[src/rtl/cache_mem_arbiter.sv]
// Round-robin arbiter sharing one block memory port between the I-cache (r0) and D-cache (r1).
// Each cache owns a one-deep pending slot; a two-state FSM keeps exactly one memory request in flight.
module cache_mem_arbiter #(
  parameter int ADDRSIZE  = 32,
  parameter int BLOCKSIZE = 128
) (
  input  logic                 clk,
  input  logic                 rst,
  input  logic                 r0_req_vld,
  input  logic                 r0_req_wen,
  input  logic [ADDRSIZE-1:0]  r0_addr,
  input  logic [BLOCKSIZE-1:0] r0_wr_data,
  output logic [BLOCKSIZE-1:0] r0_rd_data,
  output logic                 r0_req_done,
  input  logic                 r1_req_vld,
  input  logic                 r1_req_wen,
  input  logic [ADDRSIZE-1:0]  r1_addr,
  input  logic [BLOCKSIZE-1:0] r1_wr_data,
  output logic [BLOCKSIZE-1:0] r1_rd_data,
  output logic                 r1_req_done,
  output logic                 mem_req_vld,
  output logic                 mem_req_wen,
  output logic [ADDRSIZE-1:0]  mem_addr,
  output logic [BLOCKSIZE-1:0] mem_wr_data,
  input  logic [BLOCKSIZE-1:0] mem_rd_data,
  input  logic                 mem_req_done,
  output logic                 mem_gnt_id,
  output logic                 dbg_state
);

  // Handshake: a cache strobe is a single-cycle request that lands in its slot only when the slot
  // is empty. mem_req_vld stays high with all mem_* fields stable until mem_req_done is seen.
  typedef enum logic {ST_IDLE = 1'b0, ST_BUSY = 1'b1} state_t;

  state_t               r_state;
  logic                 r_last_gnt;
  logic [1:0]           r_pend;
  logic [1:0]           r_wen;
  logic [ADDRSIZE-1:0]  r_addr  [2];
  logic [BLOCKSIZE-1:0] r_wdata [2];
  logic [BLOCKSIZE-1:0] r_rd_data [2];
  logic [1:0]           r_done;
  logic                 r_mem_vld;
  logic                 r_mem_wen;
  logic [ADDRSIZE-1:0]  r_mem_addr;
  logic [BLOCKSIZE-1:0] r_mem_wdata;
  logic                 r_gnt;

  logic [1:0]           w_vld;
  logic [1:0]           w_wen;
  logic [ADDRSIZE-1:0]  w_addr  [2];
  logic [BLOCKSIZE-1:0] w_wdata [2];
  logic                 w_win;

  assign w_vld      = {r1_req_vld, r0_req_vld};
  assign w_wen      = {r1_req_wen, r0_req_wen};
  assign w_addr[0]  = r0_addr;
  assign w_addr[1]  = r1_addr;
  assign w_wdata[0] = r0_wr_data;
  assign w_wdata[1] = r1_wr_data;

  // On a tie the requester that did not win last time goes first; otherwise the sole pending one.
  assign w_win = (&r_pend) ? ~r_last_gnt : r_pend[1];

  always_ff @(posedge clk or negedge rst) begin
    if (!rst) begin
      r_state     <= ST_IDLE;
      r_last_gnt  <= 1'b1;
      r_pend      <= '0;
      r_wen       <= '0;
      r_done      <= '0;
      r_mem_vld   <= 1'b0;
      r_mem_wen   <= 1'b0;
      r_mem_addr  <= '0;
      r_mem_wdata <= '0;
      r_gnt       <= 1'b0;
      for (int i = 0; i < 2; i++) begin
        r_addr[i]    <= '0;
        r_wdata[i]   <= '0;
        r_rd_data[i] <= '0;
      end
    end else begin
      r_done <= '0;
      for (int i = 0; i < 2; i++) begin
        if (w_vld[i] && !r_pend[i]) begin
          r_pend[i]  <= 1'b1;
          r_wen[i]   <= w_wen[i];
          r_addr[i]  <= w_addr[i];
          r_wdata[i] <= w_wdata[i];
        end
      end
      case (r_state)
        ST_IDLE: begin
          if (|r_pend) begin
            r_state     <= ST_BUSY;
            r_mem_vld   <= 1'b1;
            r_gnt       <= w_win;
            r_mem_wen   <= r_wen[w_win];
            r_mem_addr  <= r_addr[w_win];
            r_mem_wdata <= r_wdata[w_win];
          end
        end
        ST_BUSY: begin
          if (mem_req_done) begin
            r_state       <= ST_IDLE;
            r_mem_vld     <= 1'b0;
            r_done[r_gnt] <= 1'b1;
            r_pend[r_gnt] <= 1'b0;
            r_last_gnt    <= r_gnt;
            if (!r_mem_wen) r_rd_data[r_gnt] <= mem_rd_data;
          end
        end
        default: r_state <= ST_IDLE;
      endcase
    end
  end

  assign r0_rd_data  = r_rd_data[0];
  assign r1_rd_data  = r_rd_data[1];
  assign r0_req_done = r_done[0];
  assign r1_req_done = r_done[1];
  assign mem_req_vld = r_mem_vld;
  assign mem_req_wen = r_mem_wen;
  assign mem_addr    = r_mem_addr;
  assign mem_wr_data = r_mem_wdata;
  assign mem_gnt_id  = r_gnt;
  assign dbg_state   = r_state;

endmodule

[config.mk]
export PLATFORM = sky130hd
export DESIGN_NAME = cache_mem_arbiter
export DESIGN_NICKNAME = d
export VERILOG_FILES = /design/src/rtl/cache_mem_arbiter.sv
export SDC_FILE = /design/constraint.sdc
export NUM_CORES = 1
export LEC_CHECK = 0
export ABC_CLOCK_PERIOD_IN_PS = 2200
export BUFFER_PORTS_ARGS = -buffer_cell sky130_fd_sc_hd__buf_2
export CAP_MARGIN = 20
export CORE_AREA = 2 2 346 348
export DETAILED_ROUTE_END_ITERATION = 10
export DIE_AREA = 0 0 348 350
export PLACE_DENSITY = 0.47
export SYNTH_ARGS = -nofsm -noshare
export SYNTH_HDL_FRONTEND = slang
export SYNTH_SLANG_ARGS = --single-unit
[constraint.sdc]
create_clock -name clk -period 2.2 [get_ports clk]
set_clock_uncertainty 0.1 [all_clocks]
set_input_delay 0.44 -clock clk [delete_from_list [all_inputs] [get_ports clk]]
set_output_delay 0.44 -clock clk [all_outputs]
set_load 0.01 [all_outputs]
## Word-level counts from Yosys, hierarchy flattened

Cells that the tools add are included.

| storage, ports and cells | value |
|---|---|
| register bits | 747 |
| bits in latches | 0 |
| RAM bits | 0 |
| ROM bits | 0 |
| bits of input ports | 455 |
| output and inout bits | 422 |
| logic and storage cells | 70 |
| memories kept | 0 |

| operators by class | value |
|---|---|
| $add $sub $neg | 0 |
| multipliers | 0 |
| div/mod/pow operators | 0 |
| order comparisons | 6 |
| equal/unequal tests | 2 |
| shift-type cells | 0 |
| muxes and demuxes | 26 |
| bitwise operators | 7 |
| reductions and logical operators | 12 |

Operators with widths:

| cell | number |
|---|---|
| $mux W128 | 4 |
| $bwmux W256 | 1 |
| $demux W128 S1 | 1 |
| $mux W32 | 3 |
| $mux W1 | 10 |
| $mux W2 | 4 |
| $reduce_and A2 Y1 | 4 |
| $ge A2 B2 Y1 const B | 2 |
| $logic_and A1 B1 Y1 | 4 |
| $lt A1 B2 Y1 const B | 2 |
| $ne A2 B2 Y1 const B | 2 |
| $not A1 Y2 | 2 |
| $pmux W1 S2 | 2 |
| $not A1 Y1 | 3 |
| $reduce_and A3 Y1 | 1 |
| $and A2 B2 Y2 | 1 |
| $logic_not A1 Y1 | 2 |
| $lt A2 B1 Y1 const B | 1 |
| $not A2 Y2 | 1 |
| $reduce_or A2 Y1 | 1 |
| $demux W1 S1 | 1 |
| $ge A1 B1 Y1 const B | 1 |

## Depth between registers and ports, before layout

Gate-level depths: netlist of run 1.

| depth | value |
|---|---|
| word-level depth | 8 |
| mapped depth | 6 |
| gate-level depth less buffers | 3 |

## Worst setup path after synthesis of run 1

OpenSTA, ideal clock, no wires.

| timing | value |
|---|---|
| path kind | reg2reg |
| start point | reg r_state (netlist: dbg_state) |
| end point | reg r_rd_data (netlist bit r0_rd_data[107]) |
| setup time | 125 ps |
| arrival | 1492 ps |
| data required time | 1975 ps |
| setup slack | 483 ps |
| stages on the path, launching flop included | 6 |
| path buffers | 2 |
| period minus slack after synthesis | 1717 ps |
| cell sequence | dfrtp_1 > nand2_2 > nor3_1 > buf_2 > buf_2 > mux2_2 |

| on the way | value |
|---|---|
| longest elaborated chain between the ends | 1 |

Ends and longest elaborated chain:

| what | RTL line | source |
|---|---|---|
| start, declared | 35 | `state_t r_state;` |
| start signal, assigned | 67 | `r_state <= ST_IDLE;` |
| start signal, assigned | 95 | `r_state <= ST_BUSY;` |
| start signal, assigned | 105 | `r_state <= ST_IDLE;` |
| $reduce_and A3 Y1 (no line) | -- |  |
| end signal, assigned by index | 110 | `if (!r_mem_wen) r_rd_data[r_gnt] <= mem_rd_data;` |
| end, declared | 41 | `logic [BLOCKSIZE-1:0] r_rd_data [2];` |

Every way passes these cells.
A chain may end at the register's enable or synchronous reset.

## Final worst setup path of run 1

| timing | value |
|---|---|
| start point | reg r_mem_wen (netlist: mem_req_wen) |
| end point | out mem_req_wen |

RTL lines:

| what | RTL line | source |
|---|---|---|
| start, declared | 44 | `logic r_mem_wen;` |
| start signal, assigned | 98 | `r_mem_wen <= r_wen[w_win];` |
| end, declared | 22 | `output logic mem_req_wen,` |

No word-level cell between the ends.

==> results.md, run 1 <==
* Max H-tree Level at 3
* Pwr dens at ~1400 nW/um^2
* Total number of vias at 21800
* Worst-path maximum fanout at 4
* Via-to-Cell Ratio at roughly 4.3
* Setup TNS at 0 ns
* Commonest non-fill, non-tap cells in the layout: buf_2 (875), dfrtp_1 (746), mux2_2 (578), dlygate4sd3_1 (452), nand2_1 (322)
* Crit end category: primary output
* Largest net degree at the start of global routing at between 90 and 100
* Post-synthesis mux area share at 0.226
* PortBufs at about 880
* Slew Limit Fails at 0
* Routed wire length at 98.3 mm
* Simple-gate area share of the yosys netlist at 0.0648
* WL per Instance at about 19 um
* Period minus WS final at roughly 2 ns
* CTS clk-pin slew, worst paths at 0.05 ns
* Starting DRC count in detailed routing at approximately 1100
* CTS tree: yes
* Mapped Cells at 2124
* Worst setup startpoint: mem_req_wen
* Inserted Clock Buffers at 88
* Maximum VDD drop at 0.648 mV
* Initial antenna violation count at 14
* Post-Syn Nets at 2579
* Compound-Gate Fraction of Synth Area at 0.0369
* Hold Path Class: input port to async pin
* Net Sw Power at ~21 mW
* Die width at ~350 um
* FF+latch count, synth at roughly 750
* CP Cell Sequence: buf_2
* Slew @ Worst Pin at 0.570 ns
* Layout Nets at 3972
* Share of cells above drive strength 1 at 0.477
* Tcrit/Tclk final at 0.895
* Syn avg cell area at 13.6 sq um
* Syn Std Cell Area at 28900 sq um
* Worst path top cell family by delay: flip-flops
* Cell internal pwr at ~40 mW
* Distinct cells, synth at 22
* Startpoint Class: flop
* Post-Place Cell Area at 35800 sq um
* Slew margin rel. at 0.620
* Dpl hpwl at 72.3 mm
* Flop pwr share at 0.402
* Leading cell type in the layout, fill and taps excluded: buf_2
* Clock sink count at 747
* Boundary pin count at 877
* Reg2reg start: dbg_state
* First-pass GRT wire length at around 150 mm
* Post-route ant nets at 0
* Fin. Hold Viols at 0
* DIE AREA at 122000 sq um
* Warning count from the yosys run at 0
* DRT Pass-1 Iters at 5
* Clock power frac at 0.237
* Kind of critical path: flop to primary output
* P&R area growth vs syn at 49.8%
* Starting density of the core at 0.245
* Non-Filler Cell Area, Final at 43200 sq um
* Final setup viols at 0
* Largest family of logic cells by synthesized area: multiplexers
* Die H at 350 um
* Clk buf depth at 3
* LEAKAGE at ~20 nW
* Synth Area in Adders at 0
* GRT Overall Usage at 0.158
* GPL Wtd Cong at 0.787
* Max-Cap Viols at 0
* Slowest stage cell, crit path: dfrtp_1
* Req. time, crit path at 1.66 ns
* Root buf cell: clkbuf_16
* Grt total ovfl at 0
* F_max at 508 MHz
* Synth Area in XOR/XNOR at 0
* Critical path buffer and inverter count at 1
* Status: finished, final reports clean
* Register area share after synthesis at 0.648
* Max incr delay on CP at approximately 0.55 ns
* Setup Buffers After CTS at 0
* DRC errors left at 0
* Vias in the first global route at about 23000
* CP arrival at 1.43 ns
* Row cnt at 126
* Gate power share at 0.361
* Core ar. at between 100000 and 150000 sq um
* RSZ-0062 raised after global routing: no
* Worst-skew pair later-pin latency at 0.65 ns
* Switch share at 0.343
-- stage by stage --
step,worst slack (ns),utilization,total power [mW],hold WS [ns],instances
after floorplan,0.483,-,36.1,0.0444,2124
after global placement,0.139,0.304,46.1,0.224,4511
after detailed placement,0.127,0.304,46.5,0.219,4511
after CTS,0.133,0.367,62.0,0.0680,5118
after global routing,0.122,0.367,65.1,0.116,5127
final,0.231,0.367,61.0,0.143,5130
-- power groups by stage --
stage	combinational [mW]	clock (mW)	sequential [mW]
floorplan	10.3	0	25.8
global placement	21.5	0	24.6
detailed placement	21.8	0	24.7
CTS	22.5	14.9	24.5
global route	24.1	15.5	25.4
finish	22.0	14.5	24.5
-- synthesized netlist by cell type --
library cell  number  area, sq um
a21o_1             1         7.51
nand2_2            1         6.26
a21boi_0           1         7.51
o21a_1             1         7.51
buf_2             82          410
o21ba_2            1         10.0
nor2b_1            2         12.5
dfrtp_1          746        18700
a21bo_2            1         10.0
or3_4              1         11.3
nand2_1          322         1210
dfstp_2            1         26.3
clkbuf_1          37          139
inv_1              1         3.75
o22ai_1            1         6.26
nor3_1             1         5.00
o31a_1             1         8.76
a31oi_1          161         1010
mux2_2           578         6510
buf_6             14          158
nor2_1           167          627
buf_1              3         11.3
-- path summary, 6_finish.rpt --
path	endpoint	slack, ns	cells past startpoint
hold / removal	r_wdata[17]	0.14	2
setup reg to reg	r1_rd_data[65]	0.25	4
hold reg to reg	r1_rd_data[13]	0.40	1
setup / recovery	mem_req_wen	0.23	1
min in group clk	r_wdata[202]	0.17	2
max in group asynchronous	r_wdata[147]	0.91	4
-- area by class of cell --
type	instances	area, sq um
Multi-Input combinational cell	1240	9490
Antenna cell	12	30.0
Inverter	1	3.75
Tap cell	1536	1920
Fill cell	11700	74500
Clock inverter	18	209
Sequential cell	747	18700
Timing Repair Buffer	1439	10200
Clock buffer	137	2660
-- logic make-up after synthesis --
family                 after synthesis
DFF                                747
muxes                              578
and+or+nand+nor                    494
AOI/OAI and AO/OA                  168
buffers and inverters              137
-- layer usage --
| metal | global-route usage | routed length [um] | up-vias |
|---|---|---|---|
| li1 | - | - | 10200 |
| met1 | 0.198 | 42000 | 10800 |
| met2 | 0.260 | 46400 | 683 |
| met3 | 0.0504 | 7120 | 159 |
| met4 | 0.0468 | 2780 | 8 |
| met5 | 0 | 48 | - |
-- flip-flops by register name, indices dropped and copies added, names as in the netlist --
register	cells
dbg_state	1
r_done	2
r_addr	64
mem_gnt_id	1
r_pend	2
mem_wr_data	128
r1_rd_data	128
r0_rd_data	128
r_wen	2
mem_req_wen	1
r_wdata	256
mem_addr	32
r_last_gnt	1
mem_req_vld	1
-- what timing repair did --
item / 4_1_cts / 5_1_grt
hold buffers: 452 / 0
hold endpoints to repair: 989 / 0
resized for setup: 0 / 0
(Power assumes the default switching activity.)
==> run 2: changes to the inputs <==
--- a/config.mk
+++ b/config.mk
@@ -8,10 +8,10 @@
 export ABC_CLOCK_PERIOD_IN_PS = 2200
 export BUFFER_PORTS_ARGS = -buffer_cell sky130_fd_sc_hd__buf_2
 export CAP_MARGIN = 20
-export CORE_AREA = 2 2 346 348
+export CORE_AREA = 2 2 343 345
 export DETAILED_ROUTE_END_ITERATION = 10
-export DIE_AREA = 0 0 348 350
-export PLACE_DENSITY = 0.47
+export DIE_AREA = 0 0 345 347
+export PLACE_DENSITY = 0.48
 export SYNTH_ARGS = -nofsm -noshare
 export SYNTH_HDL_FRONTEND = slang
 export SYNTH_SLANG_ARGS = --single-unit
==> run 2 against run 1 <==
Net effect:
- utilization grew 0.75 points
- wire length grew 0.24%
- setup slack better by 0.045 ns
- sequential power about the same
- global-route usage increased by 0.49 points
- critical path depth rose by 3
- first-iteration DRC count decreased by 19%
- sequential cell count did not move
- final area grew 0.27%
- non-clock buffer count is 21 lower
- critical path type is now flop to flop
- critical endpoint is now r1_rd_data[80]
- largest power group unchanged
==> results.md, run 2 (synthesized netlist as in run 1, its figures left out) <==
* Status: finished, final reports clean
* Dpl hpwl at 71.8 mm
* Post-cts gate resize count at 0
* Maximum VDD drop at 0.767 mV
* Worst-skew pair later-pin latency at ~0.65 ns
* CTS tree: yes
* Post-Place Cell Area at 35700 sq um
* Number of fill cells at 11400
* Max H-tree Level at 3
* CTS clk-pin slew, worst paths at about 0.050 ns
* Clk buf depth at 3
* WL per Instance at about 19 um
* Grt total ovfl at 0
* Largest net degree at the start of global routing at 76
* P&R area growth vs syn at 50.2%
* Final setup viols at 0
* Req. time, crit path at 2.62 ns
* Period minus WS final at 1.92 ns
* Clock sink count at 747
* Vias in the first global route at 23300
* DIE AREA at 120000 sq um
* GRT Overall Usage at 0.163
* Leading cell type in the layout, fill and taps excluded: buf_2
* Finished Core Util at 0.375
* Switch share at 0.341
* Slew @ Worst Pin at 0.551 ns
* Layout Nets at 3950
* R2R cell count at 4
* GPL Wtd Cong at approximately 0.8
* Max-Cap Viols at 0
* Net Sw Power at 21.0 mW
* Non-Filler Cell Area, Final at ~43000 sq um
* RSZ-0062 raised after global routing: no
* DRC errors left at 0
* PortBufs at 876
* Pwr dens at 1420 nW/um^2
* F_max at about 520 MHz
* Top reg by flops: r_wdata
* Tcrit/Tclk final at 0.875
* Area of the multi-input gates at between 9000 and 10000 sq um
* Starting DRC count in detailed routing at just over 900
* Starting density of the core at 0.249
* Worst hold path depth at 4
* Slew Limit Fails at 0
* Initial antenna violation count at 17
* Die H at about 350 um
* Commonest non-fill, non-tap cells in the layout: buf_2 (875), dfrtp_1 (746), mux2_2 (578), dlygate4sd3_1 (452), nand2_1 (322)
* First-pass GRT wire length at roughly 150 mm
* Largest register FFs at between 200 and 300
* Cell internal pwr at 40.6 mW
* Share of cells above drive strength 1 at 0.476
* Total number of vias at 21700
* LEAKAGE at 19.7 nW
* Fin. Hold Viols at 0
* Startpoint Class: flop
* Via-to-Cell Ratio at 4.25
* Boundary pin count at between 800 and 900
* Worst-path maximum fanout at 26
* Gate power share at 0.354
* Inserted Clock Buffers at 87
* Routed wire length at between 90 and 100 mm
* WHS at roughly 0.13 ns
* CP arrival at 2.34 ns
* Post-route ant nets at 0
* Core ar. at around 120000 sq um
* Root buf cell: clkbuf_16
* Seq. cell area at 18700 sq um
* Kind of critical path: flop to flop
* Setup TNS at 0 ns
* Slew margin rel. at 0.633
* Crit end category: flop
* Row cnt at about 130
* Clock power frac at 0.249
* Flop pwr share at 0.398
* DRT Pass-1 Iters at 4
* Hold Path Class: input port to flop
* Die width at 345 um
run 2: worst max-delay path, stage by stage (launching register included):
cell and delay (ns):
dfrtp_1 0.43, nand2_2 0.10, or3_4 0.53, buf_12 0.28
mux2_2 0.29
run 2: metal layers:
metal	track usage	routed length (um)	vias up
met5	0	24	-
met4	0.0580	2750	4
met3	0.0554	7520	131
met2	0.275	48000	651
met1	0.192	40300	10700
li1	-	-	10100
run 2: area by class of cell:
type                       count  area share
sequential                   747       0.431
timing repair buffer        1418       0.234
clock inverter                30      0.0105
tap                         1524      0.0440
multi-input combinational   1240       0.219
inverter                       1   0.0000866
clock buffer                 126      0.0601
antenna                       14    0.000808
run 2: final timing paths:
path                             endpoint  slack, ns         start
max                        r1_rd_data[80]       0.28     dbg_state
max in group asynchronous  r0_rd_data[46]       0.94           rst
max reg2reg                r1_rd_data[80]       0.28     dbg_state
min                             r_done[0]       0.13  mem_req_done
min reg2reg                   mem_req_vld       0.39   mem_req_vld
min in group asynchronous     r_wdata[15]       0.16           rst
run 2: power by group through the flow:
stage          Clock, mW  Sequential [mW]  Combinational, mW
2_1_floorplan          0             25.8               10.3
3_3_place_gp           0             24.6               21.2
3_5_place_dp           0             24.7               21.5
4_1_cts             15.8             24.5               22.2
5_1_grt             16.4             25.4               23.7
6_report            15.3             24.5               21.8
run 2: through the flow:
| step | worst slack, ns | instances | total power, mW |
|---|---|---|---|
| after floorplan | 0.483 | 2124 | 36.1 |
| final | 0.276 | 5100 | 61.6 |
| after global placement | 0.163 | 4478 | 45.8 |
| after global routing | 0.194 | 5098 | 65.5 |
| after detailed placement | 0.149 | 4478 | 46.2 |
| after CTS | 0.264 | 5086 | 62.5 |
run 2: repair_timing:
action                    CTS  global route
hold buffers              452             0
setup buffers               0             0
hold endpoints to repair  993             0
